==> src/rtl/if_fetch_stage_if.sv <==
// Instruction-memory bus between the fetch stage (master) and the memory (slave).
interface if_fetch_stage_if;
  logic        IMEM_READ;
  logic [31:0] IMEM_ADDR;
  logic        IMEM_BUSYWAIT;
  logic [31:0] IMEM_READDATA;

  modport master (
    output IMEM_READ,
    output IMEM_ADDR,
    input  IMEM_BUSYWAIT,
    input  IMEM_READDATA
  );

  modport slave (
    input  IMEM_READ,
    input  IMEM_ADDR,
    output IMEM_BUSYWAIT,
    output IMEM_READDATA
  );
endinterface

==> src/rtl/if_fetch_stage.sv <==
// Instruction fetch stage: PC sequencing, stall hold-over and branch redirect handling.
// Optional feature macro: IF_MISALIGN_TRAP_EN (sticky fault on misaligned redirect).
module if_fetch_stage #(
  parameter logic [31:0] RESET_VECTOR = 32'h0000_0000
) (
  input  logic                   CLK,
  input  logic                   RESET,
  input  logic                   ENABLE,
  input  logic                   BRANCH_TAKEN,
  input  logic [31:0]            BRANCH_TARGET,
  if_fetch_stage_if.master       imem,
  output logic [31:0]            INSTRUCTION,
  output logic [31:0]            PC_PLUS_4,
  output logic                   FETCH_VALID,
  output logic                   IF_STALL,
  output logic                   FETCH_FAULT
);

  typedef enum logic [1:0] {FETCH, HOLD, DISCARD} state_t;

  state_t      state;
  logic [31:0] pc;
  logic [31:0] hold_word;
  logic [31:0] pending;
  logic        fault;
  logic        misaligned;
  logic [31:0] target;
  logic [31:0] pc_next4;

  assign target   = BRANCH_TARGET & 32'hFFFF_FFFC;
  assign pc_next4 = pc + 32'd4;

`ifdef IF_MISALIGN_TRAP_EN
  assign misaligned = BRANCH_TAKEN && (BRANCH_TARGET[1:0] != 2'b00);
`else
  assign misaligned = 1'b0;
`endif

  assign FETCH_FAULT = fault;

  always_comb begin
    imem.IMEM_READ = 1'b0;
    imem.IMEM_ADDR = {pc[31:2], 2'b00};
    INSTRUCTION    = '0;
    FETCH_VALID    = 1'b0;
    IF_STALL       = 1'b0;
    PC_PLUS_4      = pc_next4;
    if (!RESET && !fault) begin
      case (state)
        FETCH: begin
          imem.IMEM_READ = 1'b1;
          IF_STALL       = imem.IMEM_BUSYWAIT;
          FETCH_VALID    = !imem.IMEM_BUSYWAIT && !BRANCH_TAKEN;
          if (FETCH_VALID) INSTRUCTION = imem.IMEM_READDATA;
        end
        HOLD: begin
          FETCH_VALID = !BRANCH_TAKEN;
          if (FETCH_VALID) INSTRUCTION = hold_word;
        end
        DISCARD: begin
          imem.IMEM_READ = 1'b1;
          IF_STALL       = 1'b1;
        end
        default: ;
      endcase
    end
  end

  always_ff @(posedge CLK or posedge RESET) begin
    if (RESET) begin
      state     <= FETCH;
      pc        <= RESET_VECTOR;
      hold_word <= '0;
      pending   <= '0;
      fault     <= 1'b0;
    end else if (misaligned) begin
      fault <= 1'b1;
      state <= FETCH;
    end else if (fault) begin
      // Frozen until an aligned redirect restarts fetching at its target.
      if (BRANCH_TAKEN) begin
        fault <= 1'b0;
        pc    <= target;
        state <= FETCH;
      end
    end else begin
      case (state)
        FETCH: begin
          if (BRANCH_TAKEN) begin
            if (imem.IMEM_BUSYWAIT) begin
              pending <= target;
              state   <= DISCARD;
            end else begin
              pc <= target;
            end
          end else if (!imem.IMEM_BUSYWAIT) begin
            if (ENABLE) begin
              pc <= pc_next4;
            end else begin
              hold_word <= imem.IMEM_READDATA;
              state     <= HOLD;
            end
          end
        end
        HOLD: begin
          if (BRANCH_TAKEN) begin
            pc    <= target;
            state <= FETCH;
          end else if (ENABLE) begin
            pc    <= pc_next4;
            state <= FETCH;
          end
        end
        DISCARD: begin
          // A redirect arriving in the completing cycle still wins over the stored one.
          if (BRANCH_TAKEN) pending <= target;
          if (!imem.IMEM_BUSYWAIT) begin
            pc    <= BRANCH_TAKEN ? target : pending;
            state <= FETCH;
          end
        end
        default: state <= FETCH;
      endcase
    end
  end

endmodule

==> src/flat_wrapper.sv <==
// flat-port wrapper written by rule: the top's interface ports become plain ports
module if_fetch_stage_flat 
#(
  parameter logic [31:0] RESET_VECTOR = 32'h0000_0000
)
  (CLK, RESET, ENABLE, BRANCH_TAKEN, BRANCH_TARGET, INSTRUCTION, PC_PLUS_4, FETCH_VALID, IF_STALL, FETCH_FAULT, imem_IMEM_READ, imem_IMEM_ADDR, imem_IMEM_BUSYWAIT, imem_IMEM_READDATA);
  if_fetch_stage_if imem_i ();
  input  logic CLK;
  input  logic RESET;
  input  logic ENABLE;
  input  logic BRANCH_TAKEN;
  input  logic [31:0] BRANCH_TARGET;
  output logic [31:0] INSTRUCTION;
  output logic [31:0] PC_PLUS_4;
  output logic FETCH_VALID;
  output logic IF_STALL;
  output logic FETCH_FAULT;
  output wire logic [$bits(imem_i.IMEM_READ)-1:0] imem_IMEM_READ;
  output wire logic [$bits(imem_i.IMEM_ADDR)-1:0] imem_IMEM_ADDR;
  input wire logic [$bits(imem_i.IMEM_BUSYWAIT)-1:0] imem_IMEM_BUSYWAIT;
  input wire logic [$bits(imem_i.IMEM_READDATA)-1:0] imem_IMEM_READDATA;
  assign imem_IMEM_READ = imem_i.IMEM_READ;
  assign imem_IMEM_ADDR = imem_i.IMEM_ADDR;
  assign imem_i.IMEM_BUSYWAIT = imem_IMEM_BUSYWAIT;
  assign imem_i.IMEM_READDATA = imem_IMEM_READDATA;
  if_fetch_stage #(.RESET_VECTOR(RESET_VECTOR)) u_core (.CLK(CLK), .RESET(RESET), .ENABLE(ENABLE), .BRANCH_TAKEN(BRANCH_TAKEN), .BRANCH_TARGET(BRANCH_TARGET), .imem(imem_i), .INSTRUCTION(INSTRUCTION), .PC_PLUS_4(PC_PLUS_4), .FETCH_VALID(FETCH_VALID), .IF_STALL(IF_STALL), .FETCH_FAULT(FETCH_FAULT));
endmodule
==> config.mk <==
export PLATFORM = sky130hd
export DESIGN_NAME = if_fetch_stage_flat
export DESIGN_NICKNAME = d
export VERILOG_FILES = /design/src/rtl/if_fetch_stage_if.sv /design/src/rtl/if_fetch_stage.sv /design/src/flat_wrapper.sv
export SDC_FILE = /design/constraint.sdc
export NUM_CORES = 1
export LEC_CHECK = 0
export ABC_AREA = 1
export CORE_UTILIZATION = 25
export CTS_CLUSTER_DIAMETER = 60
export CTS_CLUSTER_SIZE = 10
export DETAILED_ROUTE_END_ITERATION = 10
export SLEW_MARGIN = 30
export SYNTH_ARGS = -nofsm -noshare
export SYNTH_HDL_FRONTEND = slang
export SYNTH_SLANG_ARGS = --single-unit
==> constraint.sdc <==
create_clock -name CLK -period 9.6 [get_ports CLK]
set_input_delay 2.4 -clock CLK [delete_from_list [all_inputs] [get_ports CLK]]
set_output_delay 2.4 -clock CLK [all_outputs]
set_load 0.02 [all_outputs]
==> impl_summary.log <==
[metrics] result of the run: finished with violations
[metrics] violations in the final reports: DRC
[metrics] distinct cell type count of the synthesized netlist: 38
[metrics] worst setup slack after layout: 2.43 ns
[metrics] flip-flop and latch count after synthesis: 99
[metrics] total gr overflow: 0
[metrics] wire length of the first global-routing pass: 33900 um
[metrics] Vias/cell: 4.53
[metrics] final wirelength: 21000 um
[metrics] number of placement rows: 59
[metrics] largest net degree at the start of global routing: 70
[metrics] fraction of post-synthesis cell area in the top cell type by area: 36.7%
[metrics] sequential group share of total power: 32.5%
[metrics] maximum operating frequency: 139 MHz
[metrics] Final Net Count: 1259
[metrics] relative area change from synthesis to final layout: 32.3%
[metrics] clock network latency to the later pin of the worst-skew pair: 0.36 ns
[metrics] final clock skew: 0.0109 ns
[metrics] Inst Count DP: 1513
[metrics] internal power: 1.29 mW
[metrics] most used flip-flop cell after synthesis: sky130_fd_sc_hd__dfrtp_1
[metrics] maxcap violations: 0
[metrics] DPL Wire Length: 14100 um
[metrics] critical path launch point type: input port
[metrics] die area: 0.0276 sq mm
[metrics] synthesized-area fraction occupied by adder cells: 0.185%
[metrics] peak supply drop: 0.000106 V
[metrics] GP Congestion: 0.804
[metrics] Clk pin slew, worst setup/hold paths: 0.07 ns
[metrics] sequential cell area fraction in the yosys report: 36.7%
[metrics] first-iteration detailed-routing DRC count: 473
[metrics] number of sinks handled by clock tree synthesis: 99
[metrics] leading cell type in the layout, fill and taps excluded: sky130_fd_sc_hd__nand2_1
[metrics] share of power burned in combinational logic: 51.8%
[metrics] final standard cell utilization of the core: 34.0%
[metrics] Setup TNS: 0 ns
[metrics] Post-Syn Area: 0.00675 sq mm
[metrics] parity-gate share of the synthesized area counting xor and xnor cells: 2.39%
[metrics] Ports: 169
[metrics] type of element capturing the critical path: output port
[metrics] initial cell density of the core: 25.7%
[metrics] PD cells: 267 mW/mm^2
[metrics] clock root buffer: sky130_fd_sc_hd__clkbuf_16
[metrics] class of the most critical hold timing path: flop to flop
[metrics] buffer depth of the longest clock path: 2
[metrics] CTS tree: yes
[metrics] clock buffers created by TritonCTS: 9
[metrics] number of flops mapped to enable cells by yosys: 0
[metrics] number of max-slew violations in the final report: 0
[metrics] vias in the first global route: 6340
[metrics] wire length per cell after detailed routing: 13.7 um
[metrics] reg-to-reg slack, setup: 7.15 ns
[metrics] Sw Share: 45.7%
[metrics] fraction of registers with async set/reset: 100%
[metrics] final critical-path share of the clock period: 74.7%
[metrics] Worst Tran Pin Value: 0.717 ns
[metrics] largest driver fanout on the critical path: 41
[metrics] die span in x: 166 um
[metrics] most area-consuming cells after synthesis: sky130_fd_sc_hd__dfrtp_1, sky130_fd_sc_hd__nand2_1, sky130_fd_sc_hd__nor2_1, sky130_fd_sc_hd__inv_1, sky130_fd_sc_hd__a21oi_1
[metrics] Final Hold Viols: 0
[metrics] Final Non-Filler Cells: 1529
[metrics] total of buffers placed on input and output ports: 164
[metrics] most used cells in the layout excluding fill and tap cells: sky130_fd_sc_hd__nand2_1, sky130_fd_sc_hd__clkdlybuf4s50_1, sky130_fd_sc_hd__nor2_1
[metrics] area fraction in and, or, nand and nor cells after synthesis: 34.0%
[metrics] height of the die: 166 um
[metrics] multiplexer share of the synthesized area: 0%
[metrics] Static Leakage: 4.21 nW
[metrics] post-synthesis instance total: 1059
[metrics] Place WS: 2.42 ns
[metrics] iteration count of the initial detailed-routing pass: 8
[metrics] Post-CTS Setup Bufs: 0
[metrics] number of instances resized during post-cts repair: 0
[metrics] # diodes: 0
[metrics] PnR Total Power: 2.38 mW
[metrics] number of buffers added to fix hold violations after cts: 0
[metrics] core area: 0.0263 sq mm
[metrics] Data arrival, critical path: 4.77 ns
[metrics] worst rel slew slack: 52.2%
[metrics] required time reported for the critical path endpoint: 7.20 ns
[metrics] Avg Cell Area, Syn: 6.37 sq um
[metrics] main combinational cell family by area after synthesis: simple AND/OR/NAND/NOR gates
[metrics] part of the power in the clock network: 15.7%
[metrics] detailed-route DRC error count: 10
[metrics] switching power: 1.09 mW
[metrics] Setup CP Type: input port to output port
[metrics] biggest area consumer among synthesized cells: sky130_fd_sc_hd__dfrtp_1
[metrics] share of the synthesized area in compound gates (AO/OA/AOI/OAI): 15.0%
[metrics] Final Setup Violations: 0
[metrics] share of cells above drive strength 1: 5.03%
[metrics] overall fraction of global-route tracks in use: 15.3%
[metrics] level count of the clock H-tree: 3
[metrics] Detail Route Antenna Nets: 0
[metrics] total number of vias: 6924
[metrics] count of warnings emitted by yosys: 0
[metrics] setup repair after global routing missed its margin: no
[metrics] number of antenna violations at the first check in global routing: 1
[metrics] minimum clock period after layout: 7.17 ns
==> sequential cells by signal (all words and copies together), names as in the netlist <==
name	count
u_core.hold_word	32
u_core.pc	32
u_core.pending	32
u_core.state	2
u_core.FETCH_FAULT	1
==> final cells by class <==
cell class	instances	area, sq um
fillers	2864	17400
multi-input cells	768	3500
well taps	335	419
repair buffers	175	1720
inverters	136	513
flip-flops and latches	99	2480
clock inverters	6	53.8
clock buffers	10	239
==> critical path: stages <==
cell	delay (ns)
sky130_fd_sc_hd__clkdlybuf4s50_1	0.45
sky130_fd_sc_hd__buf_4	0.44
sky130_fd_sc_hd__inv_2	0.09
sky130_fd_sc_hd__nand2_1	0.11
sky130_fd_sc_hd__or2_1	0.11
sky130_fd_sc_hd__buf_4	0.35
sky130_fd_sc_hd__o22ai_1	0.13
sky130_fd_sc_hd__inv_1	0.09
sky130_fd_sc_hd__nor2_1	0.04
sky130_fd_sc_hd__clkdlybuf4s50_1	0.54
==> per-stage QoR <==
stage / instance area, sq um / hold slack (ns)
after floorplan: 6750 / 0.453
after global placement: 8620 / 0.465
after detailed placement: 8630 / 0.473
after CTS: 8920 / 0.493
after global routing: 8920 / 0.505
final: 8920 / 0.488
==> cell families after synthesis <==
| family | count (synthesis) |
|---|---|
| and+or+nand+nor | 561 |
| buffers and inverters | 193 |
| AOI/OAI and AO/OA | 189 |
| DFF | 99 |
| xor gates and xnor gates | 15 |
| adders and majority gates | 1 |
| other | 1 |
==> power groups by stage <==
stage,clock network [mW],registers (mW),logic (mW)
after floorplan,0,0.796,0.754
after global placement,0,0.775,1.22
after detailed placement,0,0.778,1.24
after CTS,0.389,0.772,1.24
after global routing,0.402,0.802,1.38
final,0.374,0.773,1.23
==> synth_stat cells, types with 2 or more instances <==
cell                       count
sky130_fd_sc_hd__o21ai_0      60
sky130_fd_sc_hd__dfrtp_1      99
sky130_fd_sc_hd__clkbuf_1     24
sky130_fd_sc_hd__buf_1         6
sky130_fd_sc_hd__nand2_1     361
sky130_fd_sc_hd__inv_2         5
sky130_fd_sc_hd__inv_1       130
sky130_fd_sc_hd__a31oi_1       5
sky130_fd_sc_hd__nor2_2        3
sky130_fd_sc_hd__o22ai_1      33
sky130_fd_sc_hd__buf_4         4
sky130_fd_sc_hd__xor2_2        4
sky130_fd_sc_hd__and2_1        3
sky130_fd_sc_hd__nand3_1      12
sky130_fd_sc_hd__buf_6         3
sky130_fd_sc_hd__xor2_1        8
sky130_fd_sc_hd__nand2_2       5
sky130_fd_sc_hd__a21oi_1      81
sky130_fd_sc_hd__buf_2        20
sky130_fd_sc_hd__nor2_4       10
sky130_fd_sc_hd__o21ai_1       5
sky130_fd_sc_hd__nand3b_1      7
sky130_fd_sc_hd__nand2_4       2
sky130_fd_sc_hd__nand4_1       2
sky130_fd_sc_hd__xnor2_1       3
sky130_fd_sc_hd__nor2_1      152
==> per-layer routing <==
metal	vias up	wire [um]	track usage, %
li1	3542	-	-
met1	3160	9730	20.2
met2	195	9470	24.5
met3	25	1410	3.62
met4	2	348	5.07
met5	-	9	0
==> worst paths after layout <==
kind | startpoint | end | cells after the start
max | BRANCH_TAKEN | INSTRUCTION[17] | 10
min | u_core.hold_word[28] | u_core.hold_word[28] | 2
max reg2reg | u_core.FETCH_FAULT | u_core.pc[2] | 10
min reg2reg | u_core.hold_word[28] | u_core.hold_word[28] | 2
max in group asynchronous | RESET | u_core.pc[20] | 3
min in group asynchronous | RESET | u_core.hold_word[2] | 2
No activity file was read; power rests on OpenSTA's default activity.
